<file path="src/rtl/transmitting_device.sv">
// Ten switch-gated word FIFOs loaded from a shared counter and drained round-robin onto HEX0.
// Optional macro HEX_BLANK_IDLE_EN blanks HEX0 on transmit slots that pop nothing.
module transmitting_device #(
   parameter int WORD_SIZE   = 4,
   parameter int QUEUE_COUNT = 10,
   parameter int QUEUE_DEPTH = 4,
   parameter int TX_PERIOD   = 8
) (
   input  logic                   CLOCK_50,
   input  logic [3:0]             KEY,
   input  logic [QUEUE_COUNT-1:0] SW,
   output logic [QUEUE_COUNT-1:0] LEDR,
   output logic [6:0]             HEX0
);
   localparam int PTR_W  = $clog2(QUEUE_DEPTH);
   localparam int CNT_W  = $clog2(QUEUE_DEPTH + 1);
   localparam int IDX_W  = (QUEUE_COUNT > 1) ? $clog2(QUEUE_COUNT) : 1;
   localparam int SLOT_W = (TX_PERIOD > 1) ? $clog2(TX_PERIOD) : 1;

   logic [WORD_SIZE-1:0]   r_mem   [QUEUE_COUNT][QUEUE_DEPTH];
   logic [PTR_W-1:0]       r_wrPtr [QUEUE_COUNT];
   logic [PTR_W-1:0]       r_rdPtr [QUEUE_COUNT];
   logic [CNT_W-1:0]       r_count [QUEUE_COUNT];
   logic [WORD_SIZE-1:0]   r_gen;
   logic [IDX_W-1:0]       r_rrPtr;
   logic [SLOT_W-1:0]      r_slot;
   logic                   r_keyPrev;
   logic                   r_writePulse;
   logic [6:0]             r_hex;

   logic [IDX_W-1:0]       w_scanIdx [QUEUE_COUNT];
   logic [IDX_W-1:0]       w_serveIdx;
   logic                   w_found;
   logic                   w_slotEnd;
   logic                   w_pop;
   logic [QUEUE_COUNT-1:0] w_wr;
   logic [QUEUE_COUNT-1:0] w_popQ;
   logic [WORD_SIZE-1:0]   w_headWord;
   logic                   w_unusedKeys;

   assign w_unusedKeys = ^KEY[3:2];

   function automatic logic [6:0] hexEncode(input logic [3:0] word);
      case (word)
         4'h0: return 7'h40;
         4'h1: return 7'h79;
         4'h2: return 7'h24;
         4'h3: return 7'h30;
         4'h4: return 7'h19;
         4'h5: return 7'h12;
         4'h6: return 7'h02;
         4'h7: return 7'h78;
         4'h8: return 7'h00;
         4'h9: return 7'h10;
         4'hA: return 7'h08;
         4'hB: return 7'h03;
         4'hC: return 7'h46;
         4'hD: return 7'h21;
         4'hE: return 7'h06;
         default: return 7'h0E;
      endcase
   endfunction

   // Scan in reverse so the lowest offset from the round-robin pointer wins.
   always_comb begin
      w_found    = 1'b0;
      w_serveIdx = r_rrPtr;
      for (int k = 0; k < QUEUE_COUNT; k++) begin
         w_scanIdx[k] = IDX_W'((int'(r_rrPtr) + k) % QUEUE_COUNT);
      end
      for (int k = QUEUE_COUNT - 1; k >= 0; k--) begin
         if (r_count[w_scanIdx[k]] != '0) begin
            w_found    = 1'b1;
            w_serveIdx = w_scanIdx[k];
         end
      end
   end

   assign w_slotEnd  = (r_slot == SLOT_W'(TX_PERIOD - 1));
   assign w_pop      = w_slotEnd & w_found;
   assign w_headWord = r_mem[w_serveIdx][r_rdPtr[w_serveIdx]];

   // Fullness is judged on the pre-pop count, so a full queue drops a write even while popping.
   always_comb begin
      w_wr   = '0;
      w_popQ = '0;
      LEDR   = '0;
      for (int i = 0; i < QUEUE_COUNT; i++) begin
         w_wr[i]   = r_writePulse & SW[i] & (r_count[i] != CNT_W'(QUEUE_DEPTH));
         w_popQ[i] = w_pop & (w_serveIdx == IDX_W'(i));
         LEDR[i]   = (r_count[i] == CNT_W'(QUEUE_DEPTH));
      end
   end

   always_ff @(posedge CLOCK_50) begin
      for (int i = 0; i < QUEUE_COUNT; i++) begin
         if (w_wr[i]) begin
            r_mem[i][r_wrPtr[i]] <= r_gen;
         end
      end
   end

   always_ff @(posedge CLOCK_50) begin
      if (!KEY[0]) begin
         r_gen        <= '0;
         r_rrPtr      <= '0;
         r_slot       <= '0;
         r_keyPrev    <= 1'b0;
         r_writePulse <= 1'b0;
         r_hex        <= 7'h7F;
         for (int i = 0; i < QUEUE_COUNT; i++) begin
            r_wrPtr[i] <= '0;
            r_rdPtr[i] <= '0;
            r_count[i] <= '0;
         end
      end else begin
         r_keyPrev    <= KEY[1];
         r_writePulse <= KEY[1] & ~r_keyPrev;
         r_slot       <= w_slotEnd ? '0 : r_slot + 1'b1;
         if (r_writePulse) begin
            r_gen <= r_gen + 1'b1;
         end
         if (w_pop) begin
            r_rrPtr <= (w_serveIdx == IDX_W'(QUEUE_COUNT - 1)) ? '0 : w_serveIdx + 1'b1;
            r_hex   <= hexEncode(4'(w_headWord));
         end
`ifdef HEX_BLANK_IDLE_EN
         else if (w_slotEnd) begin
            r_hex <= 7'h7F;
         end
`endif
         for (int i = 0; i < QUEUE_COUNT; i++) begin
            if (w_wr[i]) begin
               r_wrPtr[i] <= r_wrPtr[i] + 1'b1;
            end
            if (w_popQ[i]) begin
               r_rdPtr[i] <= r_rdPtr[i] + 1'b1;
            end
            r_count[i] <= r_count[i] + CNT_W'(w_wr[i]) - CNT_W'(w_popQ[i]);
         end
      end
   end

   assign HEX0 = r_hex;

endmodule

</file>
<file path="config.mk">
export PLATFORM = sky130hd
export DESIGN_NAME = transmitting_device
export DESIGN_NICKNAME = d
export VERILOG_FILES = /design/src/rtl/transmitting_device.sv
export SDC_FILE = /design/constraint.sdc
export NUM_CORES = 1
export LEC_CHECK = 0
export CORE_ASPECT_RATIO = 1.25
export CORE_MARGIN = 2
export CORE_UTILIZATION = 60
export DETAILED_ROUTE_END_ITERATION = 12
export PLACE_DENSITY = 0.77
export SYNTH_ARGS = -nofsm -noshare
export SYNTH_HDL_FRONTEND = slang
export SYNTH_SLANG_ARGS = --single-unit
</file>
<file path="constraint.sdc">
create_clock -name CLOCK_50 -period 19.74 [get_ports CLOCK_50]
set_clock_uncertainty 0.15 [all_clocks]
set_input_delay 2.961 -clock CLOCK_50 [delete_from_list [all_inputs] [get_ports CLOCK_50]]
set_output_delay 2.961 -clock CLOCK_50 [all_outputs]
set_load 0.01 [all_outputs]
</file>
==> results.md <==
- Status: complete, no violations
- DR pass1 iterations: 5
- MaxCap Viol Count: 0
- CTS clk-pin slew, worst paths: 0.06 ns
- Sequential share of the synthesized area: 0.431
- Pin count of the biggest net entering global routing: 68
- Total track usage: 0.291
- Hold-fix buffers, CTS: 0
- Max-slew violations: 0
- Largest stage delay on the critical path: 0.81 ns
- Synth Area per Inst: 10.6 um2
- FP Rows: 67
- Kind of cell adding the most delay to the critical path: compound AO/OA/AOI/OAI gates
- Die ar.: 28,400 um2
- IO Port Bufs: 29
- Worst rel slew slack: 0.306
- Tightest Pin Transition: 1.04 ns
- Crit path required time: 20.02 ns
- Worst Setup Path Type: register to register
- Met3 WL: 1980 um
- CTS resizes: 0
- Latest clock arrival within the worst-skew pair: 0.52 ns
- Area delta synth->final: 7.66%
- Starting Density: 0.608
- Ys async rst share: 0
- Nets: 1,663
- Post-Syn Instances: 1,527
- Crit path DAT: 9.53 ns
- Fin crit period: 9.25 ns
- Setup TNS: 0 ns
- Synthesized net count: 1,657
- Drt total wl: 40,700 um
- CP Max Fanout: 55
- Most used cell, CP: ha_1
- DR iter-0 viols: 968
- DP HPWL: 29,600 um
- Number of synthesized register bits: 250
- Critical path's slowest cell: buf_4
- Initial antenna violation count: 0
- Setup Buffers After CTS: 0
- Largest family of logic cells by synthesized area: compound AO/OA/AOI/OAI gates
- Hold Crit Class: register to register
- IO Count: 32
- Post-route DRC violation count: 0
- Routed len/inst: 21.5 um
- Crit path buf inv count: 4
- GP Congestion: 0.928
- Lkg Pwr: 6.81 nW
- Grt ovf: 0
- Post-DRT Antenna Nets: 0
- Chip width: 151 um
- Most used DFF post-synth: edfxtp_1
- Vias post-DR: 12.2k
- Htree depth: 1
- CP endpoint kind: register
- Die H: 188 um
- Multiplexer area fraction after synthesis: 0.0795
- Syn. warnings: 0
- RSZ-0062 raised after global routing: no
- Max Freq: 108 MHz
- Deepest clock path buffer count: 3
- Core Area: 26,700 um2
- Vias per inst: 6.42
- Final setup viols: 0
- # diodes: 0
- Synth Area in Simple Gates: 0.156
- Highest metal used: met4
- VDD IR max: 0.0967 mV
- Global-route wire length before repair: 64,300 um
- Vias in the first global route: 11.9k
- Total CTS buffers: 23
- Met2 WL post-DR: 20,800 um
- Post-Syn Area: 16,200 um2
- Adder-Cell Fraction of Synth Area: 0.0970
- # clock sinks: 250
- Final Hold Fails: 0
- Final worst path period share: 0.469
- Met1 wire length: 15,900 um
- Post-synth EDFFs: 200
- CTS tree: done
- Final Power: 1.54 mW
- Root Driver: clkbuf_16
- Share of layout cells above drive strength 1: 0.0994
- Power per cell area: 87.9 nW/um2
- Distinct cells, synth: 110
- Crit path launch type: register
- Synth Area in XOR/XNOR: 0.0320
- Synth Area in Compound Gates: 0.159
cells by family (layout without fill, tap and decap cells):
group	after synthesis	after routing
flip-flops	250	250
multiplexers	120	120
adder cells (fa/ha/maj)	121	121
buffers and inverters	162	185
XOR/XNOR	55	55
AO/OA/AOI/OAI	333	333
AND/OR/NAND/NOR	486	486
synth_stat cells, types with 10 or more instances:
cell type  count  area, um2
a211oi_1      21        158
a21o_1        10       75.1
a21oi_1       51        255
a22o_1        10       87.6
and2_1        72        450
and3_1        30        188
buf_2         18       90.1
buf_6         10        113
clkbuf_1      33        124
dfxtp_1       50       1000
edfxtp_1     200       6010
fa_1          10        200
ha_1         105       1310
inv_1         81        304
mux2_2        18        203
mux2i_1       96        961
nand2_1      101        379
nand2b_1      23        144
nand3_1       26        130
nor2_1       106        398
nor2b_1       13       81.3
nor3_1        29        145
nor4_1        19        119
o211ai_1      19        143
o21ai_0       45        225
o22ai_1       22        138
o31ai_1       11       82.6
or2_2         14       87.6
xnor2_1       40        350
xor2_1        10       87.6
metal layers:
metal | vias up | GRT usage
li1 | 5705 | -
met1 | 5942 | 0.351
met2 | 405 | 0.510
met3 | 108 | 0.0294
met4 | 0 | 0.145
met5 | - | 0
registers in the layout (all words and copies together), names as in the netlist:
name / flops
r_rdPtr: 20
r_keyPrev: 1
r_mem: 160
r_gen: 4
r_count: 30
r_rrPtr: 4
r_slot: 3
r_wrPtr: 20
r_writePulse: 1
HEX0: 7
stage by stage:
stage                     area, um2   util  setup WS, ns  instances  hold slack [ns]
after floorplan               16200      -         12.60       1527            0.217
after CTS                     17500  0.654         10.65       1895            0.237
after detailed placement      16800  0.628         10.70       1853            0.228
after global routing          17500  0.654          9.90       1895            0.283
final                         17500  0.654         10.49       1895            0.234
after global placement        16800  0.628         10.83       1853            0.221
power by group:
group	total, mW	switching, mW	internal (mW)
Combinational	0.526	0.325	0.201
Sequential	0.585	0.00897	0.576
Clock	0.426	0.186	0.240
cell usage in the layout (no fill, tap or decap), types with 11 or more instances in the layout:
| cell | instances |
|---|---|
| buf_4 | 26 |
| nor2_1 | 106 |
| nand3_1 | 26 |
| edfxtp_1 | 200 |
| a211oi_1 | 21 |
| dfxtp_1 | 48 |
| inv_1 | 81 |
| o22ai_1 | 22 |
| nor3_1 | 29 |
| and3_1 | 30 |
| o21ai_0 | 45 |
| and2_1 | 72 |
| xnor2_1 | 39 |
| nand2_1 | 101 |
| nor4_1 | 19 |
| clkbuf_16 | 23 |
| o211ai_1 | 19 |
| or2_2 | 14 |
| mux2_2 | 18 |
| o31ai_1 | 11 |
| a21oi_1 | 51 |
| ha_1 | 105 |
| nand2b_1 | 23 |
| mux2i_1 | 96 |
| clkdlybuf4s50_1 | 28 |
| nor2b_1 | 13 |
area by class of cell:
class	instances	area (um2)
Clock buffer	28	594
Clock inverter	14	115
Fill cell	2134	9250
Inverter	88	330
Multi-Input combinational cell	1115	8530
Sequential cell	250	7010
Tap cell	345	432
Timing Repair Buffer	55	480
path summary, 6_finish.rpt:
check	startpoint	end	slack, ns	depth (start not counted)
max	r_rrPtr[1]	HEX0[4]	10.49	25
min	r_keyPrev	r_writePulse	0.23	1
max reg2reg	r_rrPtr[1]	HEX0[4]	10.49	25
min reg2reg	r_keyPrev	r_writePulse	0.23	1
Note: power is estimated with default switching activity, not from simulation.
